## src/rtl/watermark_compositor.sv

```systemverilog
// Two-stage pixel compositor: selects or combines the image, watermark and register-output sources per pixel.
// Optional build macro WM_SAT_COUNT_EN adds sat_cnt, a count of mode-6 beats in which any channel clamped.
module watermark_compositor #(
    parameter int CH_W    = 4,
    parameter int NUM_CH  = 3,
    parameter int IDX_W   = 12,
    parameter int ALPHA_W = 4
) (
    input  logic                     clk,
    input  logic                     rst_n,
    input  logic                     in_valid,
    output logic                     in_ready,
    input  logic [NUM_CH*CH_W-1:0]   image_pix,
    input  logic [NUM_CH*CH_W-1:0]   water_pix,
    input  logic [NUM_CH*CH_W-1:0]   regout_pix,
    input  logic [IDX_W-1:0]         in_index,
    input  logic                     in_hs,
    input  logic                     in_vs,
    input  logic [2:0]               mode,
    input  logic [ALPHA_W-1:0]       alpha,
    output logic                     out_valid,
    input  logic                     out_ready,
    output logic [NUM_CH*CH_W-1:0]   out_pix,
    output logic [IDX_W-1:0]         out_index,
    output logic                     out_hs,
    output logic                     out_vs,
`ifdef WM_SAT_COUNT_EN
    output logic [15:0]              sat_cnt,
`endif
    output logic [15:0]              frame_cnt
);

    localparam int PIX_W = NUM_CH * CH_W;
    localparam int BL_W  = CH_W + ALPHA_W + 1;

    localparam logic [2:0] MODE_IMAGE  = 3'd0;
    localparam logic [2:0] MODE_WATER  = 3'd1;
    localparam logic [2:0] MODE_REGOUT = 3'd2;
    localparam logic [2:0] MODE_XOR    = 3'd3;
    localparam logic [2:0] MODE_BLEND  = 3'd4;
    localparam logic [2:0] MODE_EMBED  = 3'd5;
    localparam logic [2:0] MODE_SATADD = 3'd6;

    localparam logic [CH_W-1:0]    CH_MAX    = {CH_W{1'b1}};
    localparam logic [ALPHA_W:0]   ALPHA_ONE = {1'b1, {ALPHA_W{1'b0}}};

    logic [2:0]         mode_reg;
    logic [ALPHA_W-1:0] alpha_reg;

    logic               s1_valid_reg;
    logic [PIX_W-1:0]   s1_image_reg;
    logic [PIX_W-1:0]   s1_water_reg;
    logic [PIX_W-1:0]   s1_regout_reg;
    logic [IDX_W-1:0]   s1_index_reg;
    logic               s1_hs_reg;
    logic               s1_vs_reg;
    logic [2:0]         s1_mode_reg;
    logic [ALPHA_W-1:0] s1_alpha_reg;

    logic               s2_adv;
    logic               s1_adv;
    logic               accept;
    logic               frame_start;
    logic [2:0]         mode_next;
    logic [ALPHA_W-1:0] alpha_next;
    logic [PIX_W-1:0]   comp_pix;

    assign s2_adv      = !out_valid || out_ready;
    assign s1_adv      = s1_valid_reg && s2_adv;
    assign in_ready    = !s1_valid_reg || s1_adv;
    assign accept      = in_valid && in_ready;
    assign frame_start = accept && (in_index == '0);

    // The index-0 beat itself already uses the newly requested mode and alpha.
    assign mode_next  = (in_index == '0) ? mode  : mode_reg;
    assign alpha_next = (in_index == '0) ? alpha : alpha_reg;

    always_ff @(posedge clk or negedge rst_n) begin
        if (!rst_n) begin
            mode_reg  <= MODE_IMAGE;
            alpha_reg <= '0;
            frame_cnt <= '0;
        end else if (frame_start) begin
            mode_reg  <= mode;
            alpha_reg <= alpha;
            frame_cnt <= frame_cnt + 16'd1;
        end
    end

    always_ff @(posedge clk or negedge rst_n) begin
        if (!rst_n) begin
            s1_valid_reg  <= 1'b0;
            s1_image_reg  <= '0;
            s1_water_reg  <= '0;
            s1_regout_reg <= '0;
            s1_index_reg  <= '0;
            s1_hs_reg     <= 1'b1;
            s1_vs_reg     <= 1'b1;
            s1_mode_reg   <= MODE_IMAGE;
            s1_alpha_reg  <= '0;
        end else begin
            if (in_ready) begin
                s1_valid_reg <= in_valid;
            end
            if (accept) begin
                s1_image_reg  <= image_pix;
                s1_water_reg  <= water_pix;
                s1_regout_reg <= regout_pix;
                s1_index_reg  <= in_index;
                s1_hs_reg     <= in_hs;
                s1_vs_reg     <= in_vs;
                s1_mode_reg   <= mode_next;
                s1_alpha_reg  <= alpha_next;
            end
        end
    end

`ifdef WM_SAT_COUNT_EN
    logic [NUM_CH-1:0] clamp_vec;
    logic              out_sat_reg;
`endif

    genvar gi;
    generate
        for (gi = 0; gi < NUM_CH; gi++) begin : g_ch
            logic [CH_W-1:0] ch_i;
            logic [CH_W-1:0] ch_w;
            logic [CH_W-1:0] ch_r;
            logic [BL_W-1:0] blend_sum;
            logic [CH_W-1:0] blend_ch;
            logic [CH_W:0]   add_sum;
            logic [CH_W-1:0] sat_ch;
            logic [CH_W-1:0] res_ch;

            assign ch_i = s1_image_reg[gi*CH_W +: CH_W];
            assign ch_w = s1_water_reg[gi*CH_W +: CH_W];
            assign ch_r = s1_regout_reg[gi*CH_W +: CH_W];

            // Weights sum to 2^ALPHA_W, so the shift renormalises the blend.
            assign blend_sum = {{(ALPHA_W+1){1'b0}}, ch_i} * {{CH_W{1'b0}}, ALPHA_ONE - {1'b0, s1_alpha_reg}}
                             + {{(ALPHA_W+1){1'b0}}, ch_w} * {{(CH_W+1){1'b0}}, s1_alpha_reg};
            assign blend_ch  = CH_W'(blend_sum >> ALPHA_W);

            assign add_sum = {1'b0, ch_i} + {1'b0, ch_w};
            assign sat_ch  = add_sum[CH_W] ? CH_MAX : add_sum[CH_W-1:0];

            always_comb begin
                res_ch = ch_i;
                case (s1_mode_reg)
                    MODE_IMAGE:  res_ch = ch_i;
                    MODE_WATER:  res_ch = ch_w;
                    MODE_REGOUT: res_ch = ch_r;
                    MODE_XOR:    res_ch = ch_i ^ ch_w;
                    MODE_BLEND:  res_ch = blend_ch;
                    MODE_EMBED:  res_ch = {ch_i[CH_W-1:1], ch_w[CH_W-1]};
                    MODE_SATADD: res_ch = sat_ch;
                    default:     res_ch = ch_i;
                endcase
            end

            assign comp_pix[gi*CH_W +: CH_W] = res_ch;
`ifdef WM_SAT_COUNT_EN
            assign clamp_vec[gi] = add_sum[CH_W];
`endif
        end
    endgenerate

    always_ff @(posedge clk or negedge rst_n) begin
        if (!rst_n) begin
            out_valid <= 1'b0;
            out_pix   <= '0;
            out_index <= '0;
            out_hs    <= 1'b1;
            out_vs    <= 1'b1;
        end else if (s2_adv) begin
            out_valid <= s1_valid_reg;
            if (s1_valid_reg) begin
                out_pix   <= comp_pix;
                out_index <= s1_index_reg;
                out_hs    <= s1_hs_reg;
                out_vs    <= s1_vs_reg;
            end
        end
    end

`ifdef WM_SAT_COUNT_EN
    // The clamp flag rides with the S2 beat so it is counted when that beat leaves.
    always_ff @(posedge clk or negedge rst_n) begin
        if (!rst_n) begin
            out_sat_reg <= 1'b0;
            sat_cnt     <= '0;
        end else begin
            if (s1_adv) begin
                out_sat_reg <= (s1_mode_reg == MODE_SATADD) && (|clamp_vec);
            end
            if (out_valid && out_ready && out_sat_reg) begin
                sat_cnt <= sat_cnt + 16'd1;
            end
        end
    end
`endif

endmodule

```

## config.mk

```make
export PLATFORM = sky130hd
export DESIGN_NAME = watermark_compositor
export DESIGN_NICKNAME = d
export VERILOG_FILES = /design/src/rtl/watermark_compositor.sv
export SDC_FILE = /design/constraint.sdc
export NUM_CORES = 1
export LEC_CHECK = 0
export ABC_AREA = 1
export BUFFER_PORTS_ARGS = -buffer_cell sky130_fd_sc_hd__buf_2
export CELL_PAD_IN_SITES_DETAIL_PLACEMENT = 0
export CELL_PAD_IN_SITES_GLOBAL_PLACEMENT = 1
export CORE_ASPECT_RATIO = 0.6
export CORE_MARGIN = 3
export CORE_UTILIZATION = 30
export DETAILED_ROUTE_END_ITERATION = 6
export PLACE_DENSITY = 0.67
export RECOVER_POWER = 25
export SLEW_MARGIN = 20
export SYNTH_ARGS = -nofsm -noshare
export SYNTH_HDL_FRONTEND = slang
export SYNTH_SLANG_ARGS = --single-unit
```

## constraint.sdc

```tcl
create_clock -name clk -period 5.65 [get_ports clk]
set_input_delay 0.8475 -clock clk [delete_from_list [all_inputs] [get_ports clk]]
set_output_delay 0.8475 -clock clk [all_outputs]
set_load 0.03 [all_outputs]
```

* Word-level counts from Yosys, hierarchy flattened *
Cells that the tools add are included.

storage, ports and cells
  register bits = 108
  output and inout port bits = 44
  word-level logic and storage cells = 57

operators by class
  add/sub/neg operators = 8
  multipliers = 6
  eq/ne operators = 6
  muxes and demuxes = 8
  bitwise operators = 3
  reductions and logical operators = 9

operator list
  operator                 number
  $pmux W4 S6              3
  $add A8 B8 Y8            3
  $mul A4 B4 Y8            3
  $mul A4 B5 Y8            3
  $add A16 B1 Y16 const B  1
  $mux W4                  4
  $add A4 B4 Y5            3
  $logic_not A12 Y1        1
  $xor A4 B4 Y4            3
  $eq A3 B3 Y1 const B     3
  $eq A3 B2 Y1 const B     2
  $sub A5 B4 Y5 const A    1
  $eq A3 B1 Y1 const B     1
  $logic_and A1 B1 Y1      3
  $mux W3                  1
  $logic_not A1 Y1         2
  $logic_or A1 B1 Y1       2
  $reduce_and A2 Y1        1

* Longest topological paths before layout *
Gate-level depths: netlist of the first run.

  depth after elaboration = 6
  depth in mapped cells = 25
  mapped depth without buffers = 23

* Worst setup path before layout of the first run *
Ideal clock, no wire load.

  path type = register to register
  start = reg s1_alpha_reg[0]
  end = reg out_pix[4]
  library setup time = 117 ps
  data arrival time = 4259 ps
  required time = 5533 ps
  slack = 1274 ps
  stages on the path, launching flop included = 23
  period minus slack after synthesis = 4376 ps
  cells stage by stage = dfrtp_1 clkbuf_2 inv_1 ha_1 clkbuf_1 nand2_1 fa_1 fa_1 inv_1 fa_1 inv_1 fa_1 inv_1 ha_1 nand2_1 nor2_1 nand3_1 nand2_1 or2_2 nand3_1 nand3_1 nand2_1 nand2_1

on the way
  word-level cells in the longest chain between the ends = 4
  elaborated cells on any way between the ends = 5
  those cells by class = 2 x add/sub; 2 x mul; 1 x mux

RTL lines
  item                    line  source
  from (decl)             58    logic [ALPHA_W-1:0] s1_alpha_reg;
  from (signal assigned)  113   s1_alpha_reg <= alpha_next;
  $sub A5 B4 Y5           140   assign blend_sum = {{(ALPHA_W+1){1'b0}}, ch_i} * {{CH_W{1'b0}}, ALPHA_ONE - {1'b0, s1_alpha_reg}}
  $mul A4 B5 Y8           140
  $add A8 B8 Y8 *         141   + {{(ALPHA_W+1){1'b0}}, ch_w} * {{(CH_W+1){1'b0}}, s1_alpha_reg};
  $pmux W4 S6 *           149   case (s1_mode_reg)
  to (signal assigned)    178   out_pix <= comp_pix;
  to (decl)               23    output logic [NUM_CH*CH_W-1:0] out_pix,

Mark *: on every way between the ends. The rest lies on a longest branch, timed or not.
A chain may end at the register's enable or synchronous reset.

* Worst setup path in the final report of the first run *
Same ends and word-level chain as after synthesis.

==> results of run 1 <==
-- Yosys cell counts, types with 2 or more instances --
library cell	count	area [sq um]
nand2_1	357	1340
inv_1	249	934.7
dfrtp_1	104	2603
nor2_1	76	285.3
ha_1	62	775.7
fa_1	60	1201
nand3_1	59	295.3
o21ai_0	55	275.3
a21oi_1	32	160.2
clkbuf_1	13	48.80
xnor2_1	13	113.9
buf_2	11	55.05
o221ai_1	11	96.34
inv_2	9	33.78
xor2_1	9	78.83
or2_2	7	43.79
o21ai_1	6	30.03
nand4_1	5	31.28
a21o_1	4	30.03
dfstp_2	4	105.1
nand3b_1	4	30.03
a22oi_1	3	22.52
buf_4	3	22.52
nand2_2	3	18.77
nand3_2	3	30.03
o211ai_1	3	22.52
buf_1	2	7.510
nor2_2	2	12.51
nor3_2	2	20.02
o21a_1	2	15.01
-- area by class of cell --
cell class | instances | area, sq um
Tap cell | 367 | 459.2
Clock inverter | 6 | 60.06
Timing Repair Buffer | 116 | 601.8
Inverter | 258 | 968.4
Multi-Input combinational cell | 786 | 4999
Clock buffer | 10 | 239.0
Antenna cell | 1 | 2.502
Fill cell | 3061 | 18190
Sequential cell | 108 | 2708
-- how the worst max path moves through the flow --
stage | startpoint | to | cells after the start
2_1_floorplan | s1_alpha_reg[0] | out_pix[4] | 22
3_3_place_gp | s1_alpha_reg[0] | out_pix[4] | 20
3_5_place_dp | s1_alpha_reg[0] | out_pix[4] | 20
4_1_cts | s1_alpha_reg[0] | out_pix[4] | 20
5_1_grt | s1_alpha_reg[0] | out_pix[1] | 22
6_report | s1_alpha_reg[0] | out_pix[4] | 20
-- metal layers --
metal | part of all wire, % | global-route usage [%] | up-vias
met5 | 0.10 | 0 | -
met4 | 0.42 | 2.309 | 4
met3 | 8.2 | 4.739 | 14
met2 | 36 | 21.39 | 192
met1 | 55 | 28.43 | 3490
li1 | - | - | 3788
-- power groups by stage --
stage          Clock [mW]  Sequential [mW]  Combinational, mW
2_1_floorplan           0             1.16               1.75
3_3_place_gp            0             1.07               2.57
3_5_place_dp            0             1.06               2.60
4_1_cts             0.678             1.05               2.63
5_1_grt             0.710             1.08               3.04
6_report            0.658             1.06               2.63
-- worst reg2reg max path, cell delays in order (launching register included) --
cell	delay, ns
dfrtp_1	0.35
inv_1	0.07
ha_1	0.61
nand2_1	0.13
fa_1	0.46
fa_1	0.49
inv_1	0.07
fa_1	0.55
inv_1	0.06
fa_1	0.54
inv_1	0.04
ha_1	0.29
nand2_1	0.06
nor2_1	0.04
nand3_1	0.05
nand2_1	0.09
or2_2	0.29
nand3_1	0.07
nand3_1	0.08
nand2_1	0.06
nand2_1	0.06
-- per-stage QoR --
| step | cells | total power [mW] |
|---|---|---|
| floorplan | 1182 | 2.903 |
| global placement | 1635 | 3.644 |
| detailed placement | 1635 | 3.659 |
| CTS | 1651 | 4.366 |
| global route | 1651 | 4.826 |
| finish | 1652 | 4.344 |
-- cells by family (layout without fill, tap and decap cells) --
family | after synthesis | count (layout) | share of synthesized area (%)
buffers and inverters | 288 | 390 | 12.56
and+or+nand+nor | 524 | 524 | 24.55
other | 0 | 1 | 0
adders and majority gates | 122 | 122 | 22.43
xor gates and xnor gates | 22 | 22 | 2.186
AOI/OAI and AO/OA | 118 | 118 | 7.552
DFF | 108 | 108 | 30.72
==> metrics.csv, run 1 <==
stage,metric,value,unit
worst_setup_path,required,5.90,ns
clock_network,postCtsSetupBuffers,0,
sta,holdWs,0.4750,ns
pwr,power_switching,2.156,mW
layout,area_delta_synth_final,13.88,%
yosys,synth-seq-cells,108,
pwr,power_density,432.8,nW/um^2
global_routing,overflow,0,
yosys,async_flop_share,100.0,%
sta,setup_viol,0,
floorplan,core-area,28230,sq um
clock_network,clock_latency,0.36,ns
worst_setup_path,worstRegToRegCells,20,
hold_path,min_from,s1_index_reg[4],
layout,layout-drive-gt1-share,12.54,%
floorplan,num_rows,47,
layout,final_nets,1462,
floorplan,die_w,227.3,microns
worst_setup_path,crit_path_start_kind,flop,
layout,largest_reg_flops,16,
clock_network,htreeDepth,3,
sta,fin_setup_tns,0,ns
place,dpl_worst_slack,1.090,ns
yosys,synth_edf_count,0,
worst_setup_path,worstReg2RegStart,s1_alpha_reg[0],
worst_setup_path,crit_slowest_cell,ha_1,
route,vias,7488,
route,wl_per_cell,15.91,microns
job,max_cap_violations,3,
floorplan,die_h,138.8,microns
pwr,comb_power_share,60.5,%
status,violations,"capacitance limit, slew limit",
layout,final_util,35.56,%
sta,min_period,4.587,ns
pwr,internal-power,2.188,mW
layout,fin_area,10040,sq um
pwr,p_leak,5.705,nW
sta,hold_violations,0,
pwr,clkPwrFrac,15.1,%
clock_network,cts_hold_buffers,0,
pwr,seqPwrFrac,24.4,%
layout,final_common_cell,nand2_1,
place,port_buffers,104,
yosys,synth_ff_type,dfrtp_1,
yosys,synth.net_count,1365,
worst_setup_path,crit_buf_inv,4,
sta,slew_violations,106,
yosys,synth_area,8813,sq um
yosys,ys_seq_area_share,30.72,%
worst_setup_path,crit_family,adder cells,
floorplan,start_util,31.22,%
place,placed_area,9747,sq um
sta,fmax,0.2180,GHz
route,drtPass1Iterations,6,
sta,rsz0062_at_grt,no,
layout,top_register,frame_cnt,
clock_network,clock_sinks,108,
status,status,"complete, but fails checks",
global_routing,antenna_found_initial,3,
worst_setup_path,critical_path.cell_chain,inv_1 > ha_1 > nand2_1 > fa_1 > fa_1 > inv_1 > fa_1 > inv_1 > fa_1 > inv_1 > ha_1 > nand2_1 > nor2_1 > nand3_1 > nand2_1 > or2_2 > nand3_1 > nand3_1 > nand2_1 > nand2_1,
clock_network,clk_path_buf_depth,2,
pwr,sw_frac_of_total,49.63,%
global_routing,grt_start_max_net_pins,51,
floorplan,ios,105,
worst_setup_path,r2r-end,out_pix[4],
sta,fin_crit_sh,81.19,%
worst_setup_path,cpPeakStageDelay,0.61,ns
place,dp_hpwl,20.89,mm
yosys,synthCells,1182,
route,final_antenna_net_count,0,
clock_network,cts-root-buf,clkbuf_16,
floorplan,die_area,31540,sq um
clock_network,cts.repair.resized,0,
clock_network,clkTransAtPathRegs,0.08,ns
worst_setup_path,critPathMostFrequentCell,nand2_1,
route,wirelength,26.29,mm
hold_path,hold_class,flop to flop,
worst_setup_path,cp_max_fo,12,
route,vias_per_cell,4.533,
pwr,ir_worst_vdd,229.2,uV
sta,fin_ws,1.063,ns
worst_setup_path,critical_path_class,flop to flop,
global_routing,grt_pass1_vias,7192,
worst_setup_path,crit_path_end_kind,flop,
sta,clock_skew,0.01663,ns
hold_path,holdPathEnd,out_index[4],
global_routing,grt_first_pass_wirelength,41.75,mm
clock_network,cts-buffers-inserted,9,
clock_network,cts_tree,done,
sta,slew_headroom,-28.54,%
hold_path,whs_path_depth,2,
yosys,syn_avg_cell_area,7.456,sq um
yosys,ys_warn_count,0,
worst_setup_path,worst-endpoint-arrival,4.83,ns
worst_setup_path,reg2reg_slack,1.06,ns
route,drt_iter0_markers,531,
sta,tightestPinTransition,1.928,ns
layout,most-common-layout-cells,"nand2_1, inv_1, dfrtp_1",
global_routing,groute.usage.overall,17.01,%
place,gp_congestion,0.8487,
yosys,synth.distinct_cells,39,
route,remaining_drc_errors,0,
Power figures use the tool's default switching activity.
==> run 2: changes to the inputs <==
clock period = 4.7 ns   (was 5.65 ns; I/O delays follow)
==> metrics.csv, run 2 (synthesis gave the netlist of run 1 again) <==
stage,metric,value,unit
sta,tightestPinTransition,3.111,ns
layout,top_register,frame_cnt,
floorplan,start_util,31.22,%
worst_setup_path,cp_max_fo,12,
clock_network,clk_path_buf_depth,2,
layout,antenna_cells,0,
layout,layout-drive-gt1-share,13.69,%
worst_setup_path,crit_path_start_kind,flop,
route,remaining_drc_errors,0,
worst_setup_path,r2r-end,out_pix[3],
pwr,finalPower,5.231,mW
job,max_cap_violations,2,
worst_setup_path,required,4.96,ns
clock_network,htreeDepth,3,
place,dp_hpwl,21.91,mm
clock_network,cts-buffers-inserted,9,
route,vias_per_cell,4.542,
pwr,power_density,512.9,nW/um^2
global_routing,grt_start_max_net_pins,60,
sta,hold_violations,0,
route,drtPass1Iterations,7,
worst_setup_path,worst-endpoint-arrival,4.70,ns
sta,slew_violations,94,
worst_setup_path,cpPeakStageDelay,0.57,ns
worst_setup_path,crit_slowest_cell,fa_1,
worst_setup_path,worstReg2RegStart,s1_alpha_reg[3],
clock_network,clock_sinks,108,
clock_network,postCtsSetupBuffers,0,
route,wirelength,27.68,mm
status,status,"complete, but fails checks",
route,drt_iter0_markers,524,
worst_setup_path,worstRegToRegCells,20,
global_routing,overflow,0,
floorplan,ios,105,
floorplan,die_w,227.3,microns
floorplan,die_h,138.8,microns
clock_network,cts-root-buf,clkbuf_16,
hold_path,hold_class,flop to flop,
worst_setup_path,critical_path_class,flop to flop,
sta,fmax,0.2249,GHz
sta,clock_skew,0.01588,ns
clock_network,cts_tree,done,
global_routing,groute.usage.overall,17.88,%
sta,slew_headroom,-107.4,%
pwr,ir_worst_vdd,249.2,uV
layout,final_common_cell,nand2_1,
route,final_antenna_net_count,0,
floorplan,num_rows,47,
floorplan,core-area,28230,sq um
clock_network,clock_latency,0.37,ns
global_routing,antenna_found_initial,4,
sta,setup_viol,0,
sta,min_period,4.447,ns
worst_setup_path,endpoint,out_pix[3],
global_routing,grt_pass1_vias,7399,
layout,area_delta_synth_final,15.72,%
sta,fin_crit_sh,94.61,%
worst_setup_path,reg2reg_slack,0.25,ns
layout,instances_no_fill,1667,
worst_setup_path,crit_path_end_kind,flop,
place,gp_congestion,0.8840,
place,dp.cells,1651,
layout,most-common-layout-cells,"nand2_1, inv_1, dfrtp_1",
global_routing,grt_first_pass_wirelength,43.53,mm
sta,rsz0062_at_grt,no,
sta,holdWs,0.4663,ns
layout,largest_reg_flops,16,
clock_network,clkTransAtPathRegs,0.09,ns
place,port_buffers,104,
route,vias,7572,
floorplan,die_area,31540,sq um
worst_setup_path,startpoint,s1_alpha_reg[3],
layout,final_nets,1478,
clock_network,cts_hold_buffers,0,
layout,final_util,36.13,%
status,violations,"capacitance limit, slew limit",
pwr,p_leak,5.789,nW
route,wl_per_cell,16.60,microns
sta,fin_setup_tns,0,ns
worst_setup_path,critical_path.cell_chain,inv_1 > xor2_1 > buf_12 > nor2_1 > ha_1 > fa_1 > fa_1 > inv_1 > fa_1 > inv_1 > ha_1 > nand2_1 > nor2_1 > nand3_1 > nand2_1 > nand3_1 > nand3_1 > nand3_1 > nand2_1 > inv_1,
-- run 2: worst min-delay path by stage --
stage,from,end,slack (ns),cells past startpoint
floorplan,rst_n,alpha_reg[0],0.41,0
global placement,s1_index_reg[3],out_index[3],0.45,2
detailed placement,out_index[6],out_index[6],0.46,2
CTS,rst_n,out_valid,0.41,1
global route,s1_index_reg[0],out_index[0],0.49,2
finish,s1_index_reg[7],out_index[7],0.47,2
-- run 2: routing by layer --
layer	share of wire (%)	vias to the layer above	track usage, %
met4	0.57	8	2.441
met2	37	196	23.08
li1	-	3810	-
met3	7.2	23	4.760
met1	55	3535	29.54
met5	0.20	-	0
-- run 2: repair_timing --
item / CTS / global route
gates resized for setup: 0 / 2
endpoints found under the setup margin: 0 / 10
hold endpoints to repair: 0 / 0
-- run 2: worst max-delay path: cells and delay by family, from the launching register on --
family	cells	cell delay, ns
and+or+nand+nor	9	0.76
xor gates and xnor gates	1	0.28
DFF	1	0.55
buffers and inverters	5	0.48
adders and majority gates	5	2.27
-- run 2: where the power goes --
group / internal (mW) / total, mW / switching, mW
Sequential: 1.09 / 1.25 / 0.155
Clock: 0.381 / 0.804 / 0.423
Combinational: 1.17 / 3.18 / 2.01
Total: 2.64 / 5.23 / 2.59
-- run 2: layout make-up --
| class | instances | area, sq um |
|---|---|---|
| clock buffer | 9 | 225.2 |
| clock inverter | 7 | 80.08 |
| fill | 3025 | 18030 |
| inverter | 258 | 968.4 |
| multi-input combinational | 786 | 5011 |
| sequential | 108 | 2708 |
| tap | 367 | 459.2 |
| timing repair buffer | 132 | 747.0 |
-- run 2: stage by stage --
step | cell area [sq um] | worst slack [ns]
after detailed placement | 9892 | 0.1909
after CTS | 10200 | 0.1842
after floorplan | 8813 | 0.3244
after global placement | 9892 | 0.2706
final | 10200 | 0.2533
after global routing | 10200 | 0.02294
==> run 3: changes to the inputs <==
CORE_UTILIZATION = 44   (was 30)
PLACE_DENSITY = 0.9   (was 0.67)
==> metrics.csv, run 3 (synthesis gave the netlist of run 1 again) <==
stage,metric,value,unit
worst_setup_path,cpPeakStageDelay,0.56,ns
sta,fmax,0.2247,GHz
place,port_buffers,104,
hold_path,min_from,s1_index_reg[7],
hold_path,holdPathEnd,out_index[7],
layout,final_common_cell,nand2_1,
route,vias,7667,
worst_setup_path,critPathMostFrequentCell,inv_1,
layout,fin_area,9991,sq um
sta,hold_violations,0,
global_routing,grtUsageMet3,6.832,%
layout,area_delta_synth_final,13.36,%
worst_setup_path,worstReg2RegStart,s1_alpha_reg[1],
sta,slew_violations,78,
worst_setup_path,critical_path.cell_chain,inv_1 > ha_2 > xor2_1 > buf_4 > nor2_1 > ha_1 > fa_1 > fa_1 > inv_1 > fa_1 > inv_1 > ha_1 > buf_4 > a21oi_1 > nand3_1 > nand3_1 > nand3_1 > nand2_1 > inv_1,
clock_network,cts-buffers-inserted,9,
worst_setup_path,crit_path_start_kind,flop,
worst_setup_path,crit_buf_inv,6,
route,wirelength,24.98,mm
worst_setup_path,r2r-end,out_pix[6],
worst_setup_path,required,4.96,ns
status,status,"complete, but fails checks",
global_routing,grt_first_pass_wirelength,40.34,mm
place,placed_area,9703,sq um
sta,min_period,4.449,ns
layout,antenna_cells,0,
floorplan,ios,105,
worst_setup_path,crit_slowest_cell,fa_1,
sta,clock_skew,0.009281,ns
worst_setup_path,reg2reg_slack,0.25,ns
sta,fin_setup_tns,0,ns
place,gp_congestion,0.9034,
layout,top_register,frame_cnt,
status,violations,"capacitance limit, slew limit",
clock_network,cts_hold_buffers,0,
job,max_cap_violations,1,
floorplan,core-area,19320,sq um
global_routing,grt_pass1_vias,7353,
route,drt_iter0_markers,725,
pwr,ir_worst_vdd,270.7,uV
global_routing,antenna_found_initial,1,
sta,setup_viol,0,
clock_network,cts_tree,done,
global_routing,groute.usage.overall,23.73,%
global_routing,grt.met2_usage,31.18,%
global_routing,overflow,0,
worst_setup_path,path_depth,19,
place,dp_hpwl,19.79,mm
worst_setup_path,cp_max_fo,8,
layout,layout-drive-gt1-share,13.59,%
layout,largest_reg_flops,16,
route,final_antenna_net_count,0,
worst_setup_path,worst-endpoint-arrival,4.71,ns
pwr,p_leak,5.752,nW
floorplan,num_rows,39,
route,wl_per_cell,16.00,microns
sta,fin_crit_sh,94.67,%
layout,final_nets,1473,
layout,most-common-layout-cells,"nand2_1, inv_1, dfrtp_1",
route,vias_per_cell,4.912,
worst_setup_path,crit_path_end_kind,flop,
clock_network,htreeDepth,3,
floorplan,die_area,21820,sq um
clock_network,cts-root-buf,clkbuf_16,
sta,tightestPinTransition,1.913,ns
route,remaining_drc_errors,0,
clock_network,clkTransAtPathRegs,0.08,ns
floorplan,die_h,115.6,microns
floorplan,die_w,188.7,microns
route,drtPass1Iterations,7,
sta,slew_headroom,-27.54,%
layout,nFillCells,1911,
global_routing,grt_start_max_net_pins,78,
worst_setup_path,crit_family,adder cells,
global_routing,top_usage_layer,met1,
hold_path,whs_path_depth,2,
clock_network,clock_latency,0.36,ns
clock_network,clk_path_buf_depth,2,
global_routing,globalRouteMet1Util,38.19,%
floorplan,start_util,45.61,%
clock_network,clock_sinks,108,
worst_setup_path,worstRegToRegCells,19,
hold_path,hold_class,flop to flop,
pwr,power_density,520.8,nW/um^2
worst_setup_path,critical_path_class,flop to flop,
run 3: cell types whose count changed in the layout (fill, tap and decap cells not counted), sizes merged:
cell and change:
buf -3, clkinv -2
run 3: cell type report:
type,count,area [sq um],area share (%)
Sequential cell,108,2708,27.10
Inverter,258,968.4,9.693
Clock buffer,11,242.7,2.430
Clock inverter,5,42.54,0.4258
Multi-Input combinational cell,786,5004,50.08
Tap cell,266,332.8,3.331
Timing Repair Buffer,127,693.2,6.938
run 3: routing by layer:
metal | vias up | share of wire, %
met2 | 305 | 37
met3 | 22 | 12
li1 | 3794 | -
met4 | 2 | 1.1
met1 | 3544 | 50
met5 | - | 0.052
run 3: stage by stage:
stage	total power [mW]	std cells	util (%)	setup WS (ns)	hold WS [ns]
6_report	5.203	1561	51.70	0.2505	0.4708
5_1_grt	5.763	1561	51.70	-0.01820	0.5081
4_1_cts	5.190	1561	51.69	0.2586	0.4717
3_5_place_dp	4.402	1545	50.21	0.2537	0.4599
3_3_place_gp	4.342	1545	50.21	0.3660	0.4495
2_1_floorplan	3.489	1182	-	0.3244	0.4094
run 3: worst max-delay path by stage:
stage                    startpoint         end
finish              s1_alpha_reg[1]  out_pix[6]
global route        s1_alpha_reg[0]  out_pix[3]
floorplan           s1_alpha_reg[0]  out_pix[4]
detailed placement  s1_alpha_reg[1]  out_pix[9]
CTS                 s1_alpha_reg[1]  out_pix[9]
global placement    s1_alpha_reg[0]  out_pix[2]
run 3: timing repair:
item,4_1_cts,5_1_grt
endpoints found under the setup margin,0,3
buffers inserted,0,0
gates resized for setup,0,2
run 3: power by group:
| group | leakage [nW] | total [mW] | internal [mW] | switching, mW |
|---|---|---|---|---|
| Clock | 0.137 | 0.755 | 0.382 | 0.373 |
| Combinational | 4.32 | 3.20 | 1.17 | 2.03 |
| Sequential | 1.29 | 1.24 | 1.10 | 0.149 |
run 3: tightest hold or removal path, delay by kind of cell, from the launching register on:
family / cells / cell delay [ns]
simple gates: 2 / 0.10
flops: 1 / 0.34
